`config.mk`:
```
export PLATFORM = sky130hd
export DESIGN_NAME = special_issue_mux
export DESIGN_NICKNAME = d
export VERILOG_FILES = /design/src/rtl/special_issue_mux.sv
export SDC_FILE = /design/constraint.sdc
export NUM_CORES = 1
export LEC_CHECK = 0
export ABC_AREA = 1
export BUFFER_PORTS_ARGS = -buffer_cell sky130_fd_sc_hd__clkbuf_2
export CAP_MARGIN = 10
export CORE_ASPECT_RATIO = 1.1
export CORE_MARGIN = 4
export CORE_UTILIZATION = 55
export CTS_BUF_LIST = sky130_fd_sc_hd__clkbuf_8
export DETAILED_ROUTE_END_ITERATION = 10
export GPL_ROUTABILITY_DRIVEN = 1
export PLACE_DENSITY_LB_ADDON = 0.12
export SETUP_SLACK_MARGIN = 0.15
export SYNTH_ARGS = -nofsm -noshare
export SYNTH_HDL_FRONTEND = slang
export SYNTH_SLANG_ARGS = --single-unit
```
`constraint.sdc`:
```
create_clock -name i_clk -period 3.8 [get_ports i_clk]
set_clock_uncertainty 0.2 [all_clocks]
set_input_delay 0.38 -clock i_clk [delete_from_list [all_inputs] [get_ports i_clk]]
set_output_delay 0.38 -clock i_clk [all_outputs]
set_load 0.01 [all_outputs]
```
`src/rtl/special_issue_mux.sv`:
```
// Routes the channels flagged in a selection mask onto N_OUT lanes, issuing
// wide masks over several beats. Define SPECIAL_ISSUE_MUX_ERR_EN for o_error_selection.
module special_issue_mux #(
  parameter int N_IN  = 4,
  parameter int N_OUT = 2,
  parameter int WIDTH = 32,
  localparam int IDX_W = (N_IN > 1) ? $clog2(N_IN) : 1
) (
  input  logic             i_clk,
  input  logic             i_rst,
  input  logic             i_valid,
  output logic             o_ready,
  input  logic [N_IN-1:0]  i_selection,
  input  logic [WIDTH-1:0] i_inputs [N_IN],
  output logic             o_valid,
  input  logic             i_ready,
  output logic [WIDTH-1:0] o_outputs [N_OUT],
  output logic [N_OUT-1:0] o_en,
  output logic [IDX_W-1:0] o_index [N_OUT],
  output logic             o_last
`ifdef SPECIAL_ISSUE_MUX_ERR_EN
  ,output logic            o_error_selection
`endif
);

  localparam logic [0:0] ST_IDLE  = 1'b0;
  localparam logic [0:0] ST_ISSUE = 1'b1;
  localparam int CNT_W = $clog2(N_IN + 1);

  logic [0:0]       state_q, state_d;
  logic [N_IN-1:0]  mask_q, mask_d;
  logic [WIDTH-1:0] data_q [N_IN];
  logic             valid_q, valid_d;
  logic             last_q, last_d;
  logic [N_OUT-1:0] en_q, en_d;
  logic [WIDTH-1:0] out_q [N_OUT];
  logic [WIDTH-1:0] out_d [N_OUT];
  logic [IDX_W-1:0] idx_q [N_OUT];
  logic [IDX_W-1:0] idx_d [N_OUT];
`ifdef SPECIAL_ISSUE_MUX_ERR_EN
  logic             err_q, err_d;
`endif

  logic             accept;
  logic             issue_done;
  logic [N_IN-1:0]  rem_mask;
  logic [CNT_W-1:0] rem_seen;
  logic [N_IN-1:0]  src_mask;
  logic [WIDTH-1:0] src_data [N_IN];
  logic [CNT_W-1:0] beat_cnt;
  logic             beat_last;
  logic [N_OUT-1:0] beat_en;
  logic [WIDTH-1:0] beat_out [N_OUT];
  logic [IDX_W-1:0] beat_idx [N_OUT];

  // Combinational from i_ready so a new request can follow the last beat with no bubble.
  assign o_ready = !i_rst && (state_q == ST_IDLE ||
                              (state_q == ST_ISSUE && valid_q && last_q && i_ready));
  assign accept     = i_valid && o_ready;
  assign issue_done = valid_q && i_ready;

  // Remaining mask once the lowest N_OUT set bits (the current beat) are issued.
  always_comb begin
    rem_mask = mask_q;
    rem_seen = '0;
    for (int k = 0; k < N_IN; k++) begin
      if (mask_q[k]) begin
        if (rem_seen < CNT_W'(N_OUT)) rem_mask[k] = 1'b0;
        rem_seen = rem_seen + CNT_W'(1);
      end
    end
  end

  always_comb begin
    src_mask = accept ? i_selection : rem_mask;
    for (int k = 0; k < N_IN; k++) src_data[k] = accept ? i_inputs[k] : data_q[k];
  end

  // NOTE: blocking assignments here are intentional; beat_cnt is a running
  // count that each loop iteration must see updated by the previous one.
  always_comb begin
    beat_cnt = '0;
    beat_en  = '0;
    for (int j = 0; j < N_OUT; j++) begin
      beat_out[j] = '0;
      beat_idx[j] = '0;
    end
    for (int k = 0; k < N_IN; k++) begin
      if (src_mask[k]) begin
        for (int j = 0; j < N_OUT; j++) begin
          if (beat_cnt == CNT_W'(j)) begin
            beat_out[j] = src_data[k];
            beat_idx[j] = IDX_W'(k);
            beat_en[j]  = 1'b1;
          end
        end
        beat_cnt = beat_cnt + CNT_W'(1);
      end
    end
    beat_last = (beat_cnt <= CNT_W'(N_OUT));
  end

  // NOTE: every _d starts from its _q so no path leaves a signal unassigned
  // (which would infer a latch); holding is the default, giving stall stability.
  always_comb begin
    state_d = state_q;
    mask_d  = mask_q;
    valid_d = valid_q;
    last_d  = last_q;
    en_d    = en_q;
    out_d   = out_q;
    idx_d   = idx_q;
`ifdef SPECIAL_ISSUE_MUX_ERR_EN
    err_d   = err_q;
`endif
    if (accept || issue_done) begin
      mask_d  = src_mask;
      valid_d = |src_mask;
      state_d = (|src_mask) ? ST_ISSUE : ST_IDLE;
      last_d  = (|src_mask) && beat_last;
      en_d    = beat_en;
      out_d   = beat_out;
      idx_d   = beat_idx;
`ifdef SPECIAL_ISSUE_MUX_ERR_EN
      err_d   = accept && (beat_cnt > CNT_W'(N_OUT));
`endif
    end
  end

  always_ff @(posedge i_clk) begin
    if (i_rst) begin
      state_q <= ST_IDLE;
      mask_q  <= '0;
      valid_q <= 1'b0;
      last_q  <= 1'b0;
      en_q    <= '0;
      for (int j = 0; j < N_OUT; j++) begin
        out_q[j] <= '0;
        idx_q[j] <= '0;
      end
`ifdef SPECIAL_ISSUE_MUX_ERR_EN
      err_q   <= 1'b0;
`endif
    end else begin
      state_q <= state_d;
      mask_q  <= mask_d;
      valid_q <= valid_d;
      last_q  <= last_d;
      en_q    <= en_d;
      out_q   <= out_d;
      idx_q   <= idx_d;
`ifdef SPECIAL_ISSUE_MUX_ERR_EN
      err_q   <= err_d;
`endif
    end
  end

  // NOTE: data_q has no reset; it is only ever observed through mask_q, which is cleared.
  always_ff @(posedge i_clk) begin
    if (accept) data_q <= i_inputs;
  end

  assign o_valid   = valid_q;
  assign o_last    = last_q;
  assign o_en      = en_q;
  assign o_outputs = out_q;
  assign o_index   = idx_q;
`ifdef SPECIAL_ISSUE_MUX_ERR_EN
  assign o_error_selection = err_q;
`endif

endmodule

```
==> results.md <==
* Outcome: finished, final reports clean
* Core area at 15620 um2
* Reg2reg start: o_last
* Setup Crit Path Kind: in2reg
* Post-Place Worst Slack at 0.6008 ns
* DR vias at 8759
* Fill cell count at 1265
* Min Tclk post-route at 3.290 ns
* Layout area overhead at 28.23%
* Max VDD drop at 0.2431 mV
* R2r setup slk at 0.69 ns
* Initial antenna violation count at 0
* Layout cell share with drive strength beyond 1 at 0.2208
* Final Max Slew Viols at 0
* # port buffers at 208
* GP Congestion at 0.8513
* Clock Sink Count at 172
* Synth Instances at 1101
* Num CTS Buffers at 17
* DR pass1 iterations at 5
* Setup violations, final at 0
* Switch share at 0.2764
* Layout Nets at 1507
* Vias in the first global route at 8050
* Hold Path Sink: o_outputs[48]
* Die span in y at 140.2 um
* FF-to-FF End: o_outputs[14]
* HP Class: in2reg
* Yosys reg bits at 172
* Final Cell Area at 11200 um2
* DRT antenna net count at 0
* Power Internal at 0.003140 W
* EDFF count, synth at 96
* Async SR Flop Fraction at 0
* CP max FO at 41
* Iter 0 DRT Violations at 762
* DIE WIDTH at 128.2 um
* Main synth FF type: edfxtp_1
* Rows at 48
* Largest net degree at the start of global routing at 195
* Final cell count without fillers at 1577
* Root Driver: clkbuf_8
* Sequential share of the synthesized area at 0.5042
* Worst setup EP type: flop
* Tot Pwr at 0.004340 W
* Pin slew with the least headroom to its limit at 1.239 ns
* Setup TNS Final at 0 ns
* Grt ovf at 0
* Syn_nets at 1244
* Drt wl/cell at 16.78 um
* Psw at 0.001199 W
* Fmax at 303.9 MHz
* Vias per inst at 5.554
* CP Data Required Time at 3.94 ns
* Area after DPL at 9806 um2
* Post-synth cell types at 30
* Worst skew pair latency at 0.45 ns
* Die Area at 17960 um2
* Max-Cap Viols at 0
* Placed cells at 1448
* Logic gate share of total power at 0.185
* Clk pwr share at 0.318
* I/O pin cnt at 209
* First-pass GRT wire length at 41290 um
* Seq pwr share at 0.497
* Min setup slack post-route at 0.5095 ns
* Ant diodes at 0
* Static leakage at 4.846 nW
* Clock buffer depth at 2
* Hold Vio Cnt, Final at 0
* DRC errors left at 0
* Synth warnings at 0
* Worst reg2reg path depth at 12
* Unrepaired setup endpoints after global routing: no
* Mapped Area at 8735 um2
* WP data arrival at 3.43 ns
* Clock-pin slew on the worst setup and hold paths at 0.09 ns
* Period utilisation layout at 0.8659
* Worst hold path depth at 5
* Initial Util at 0.5594
* GRT Overall Usage at 0.2878
* Routed wire length at 26460 um
* Post-DP HPWL at 15960 um
* HP Start: i_inputs[112]
* Max transition margin at 0.1737
* CTS tree: done
* H-tree Lvls at 4
* Startpoint types: input port
* PwrDens at 387.4 nW/um2
* Syn_area_per_cell at 7.933 um2
* # resized after CTS at 0
-- stage by stage --
step                  util  hold slack, ns
finish              0.7173          0.1143
global route        0.7173         0.09760
CTS                 0.7173         0.07363
detailed placement  0.6280          0.2787
global placement    0.6280          0.2845
floorplan                -          0.2491
-- cell usage after synthesis (7+ instances only) --
cell type	count	area, um2
ha_1	7	87.58
buf_2	23	115.1
buf_4	16	120.1
nor2_1	37	138.9
o21ai_1	11	55.05
or2_2	28	175.2
a31oi_1	33	206.5
a21oi_1	43	215.2
o21ai_0	125	625.6
nand3_1	134	670.6
nand2_1	384	1441
clkbuf_1	35	131.4
inv_1	20	75.07
dfxtp_1	76	1521
edfxtp_1	96	2883
-- placed cells by master (no fill, tap or decap), types with 5 or more instances in the layout --
| master | synthesis | routed |
|---|---|---|
| a21oi_1 | 43 | 43 |
| a31oi_1 | 33 | 33 |
| buf_4 | 16 | 18 |
| clkbuf_2 | 0 | 208 |
| clkbuf_8 | 0 | 18 |
| clkinv_2 | 0 | 5 |
| dfxtp_1 | 76 | 76 |
| dlygate4sd3_1 | 0 | 97 |
| edfxtp_1 | 96 | 96 |
| ha_1 | 7 | 7 |
| inv_1 | 20 | 21 |
| nand2_1 | 384 | 384 |
| nand3_1 | 134 | 134 |
| nor2_1 | 37 | 37 |
| o21ai_0 | 125 | 125 |
| o21ai_1 | 11 | 11 |
| or2_2 | 28 | 28 |
-- critical path: stages --
cell	delay, ns
dlygate4sd3_1	0.53
clkbuf_2	0.14
inv_2	0.11
buf_4	0.38
nand4_1	0.16
nand2_1	0.18
nand2_1	0.10
inv_1	0.08
a21oi_1	0.06
inv_1	0.09
ha_1	0.14
inv_1	0.08
nor2_8	0.26
nand2_2	0.16
buf_4	0.29
a21oi_1	0.21
nor2_1	0.05
-- routing by layer --
layer	GRT usage	wire (um)	share of wire	vias up
met5	0	0	0	-
met4	0.1095	674	0.025	0
met3	0.04424	2172	0.082	51
met2	0.4782	12640	0.48	456
met1	0.3796	10970	0.41	3990
li1	-	-	-	4262
-- worst max path at each step --
stage	endpoint	start	cells after the start	slack, ns
after floorplan	o_outputs[11]	o_last	20	0.82
after global placement	o_outputs[16]	i_ready	18	0.70
after detailed placement	o_outputs[14]	i_ready	18	0.60
after CTS	o_outputs[9]	i_rst	17	0.58
after global routing	o_outputs[9]	i_rst	17	0.28
final	o_outputs[9]	i_rst	17	0.51
-- cells by family (layout without fill, tap and decap cells) --
| family | Yosys count | count (layout) | share of synthesized area |
|---|---|---|---|
| buf+inv | 103 | 379 | 0.05730 |
| compound gates | 214 | 214 | 0.1289 |
| fa+ha+maj | 7 | 7 | 0.01003 |
| simple gates | 605 | 605 | 0.2995 |
| flops | 172 | 172 | 0.5042 |
-- state kept, by name, summed over array words and instances, names as in the netlist --
register and flops:
o_index 4, mask_q 4, state_q 1, data_q 96
o_last 1, o_en 2, o_outputs 64
-- power by group through the flow --
| stage | Combinational, W | Sequential (W) | Clock, W |
|---|---|---|---|
| after floorplan | 0.000407 | 0.00222 | 0 |
| after global placement | 0.000700 | 0.00220 | 0 |
| after detailed placement | 0.000713 | 0.00220 | 0 |
| after CTS | 0.000793 | 0.00215 | 0.00140 |
| after global routing | 0.000886 | 0.00217 | 0.00147 |
| final | 0.000804 | 0.00216 | 0.00138 |
-- final cells by class --
class	count	area, um2	area share
flip-flops and latches	172	4404	0.3932
clock inverters	14	176.4	0.01575
inverters	22	87.58	0.007820
multi-input cells	826	3847	0.3435
clock buffers	18	247.7	0.02212
well taps	200	250.2	0.02234
repair buffers	325	2187	0.1953
-- timing repair --
action / 4_1_cts / 5_1_grt
hold buffers: 97 / 0
buffers inserted: 0 / 0
endpoints found under the hold margin: 100 / 0
Power figures use the tool's default switching activity.
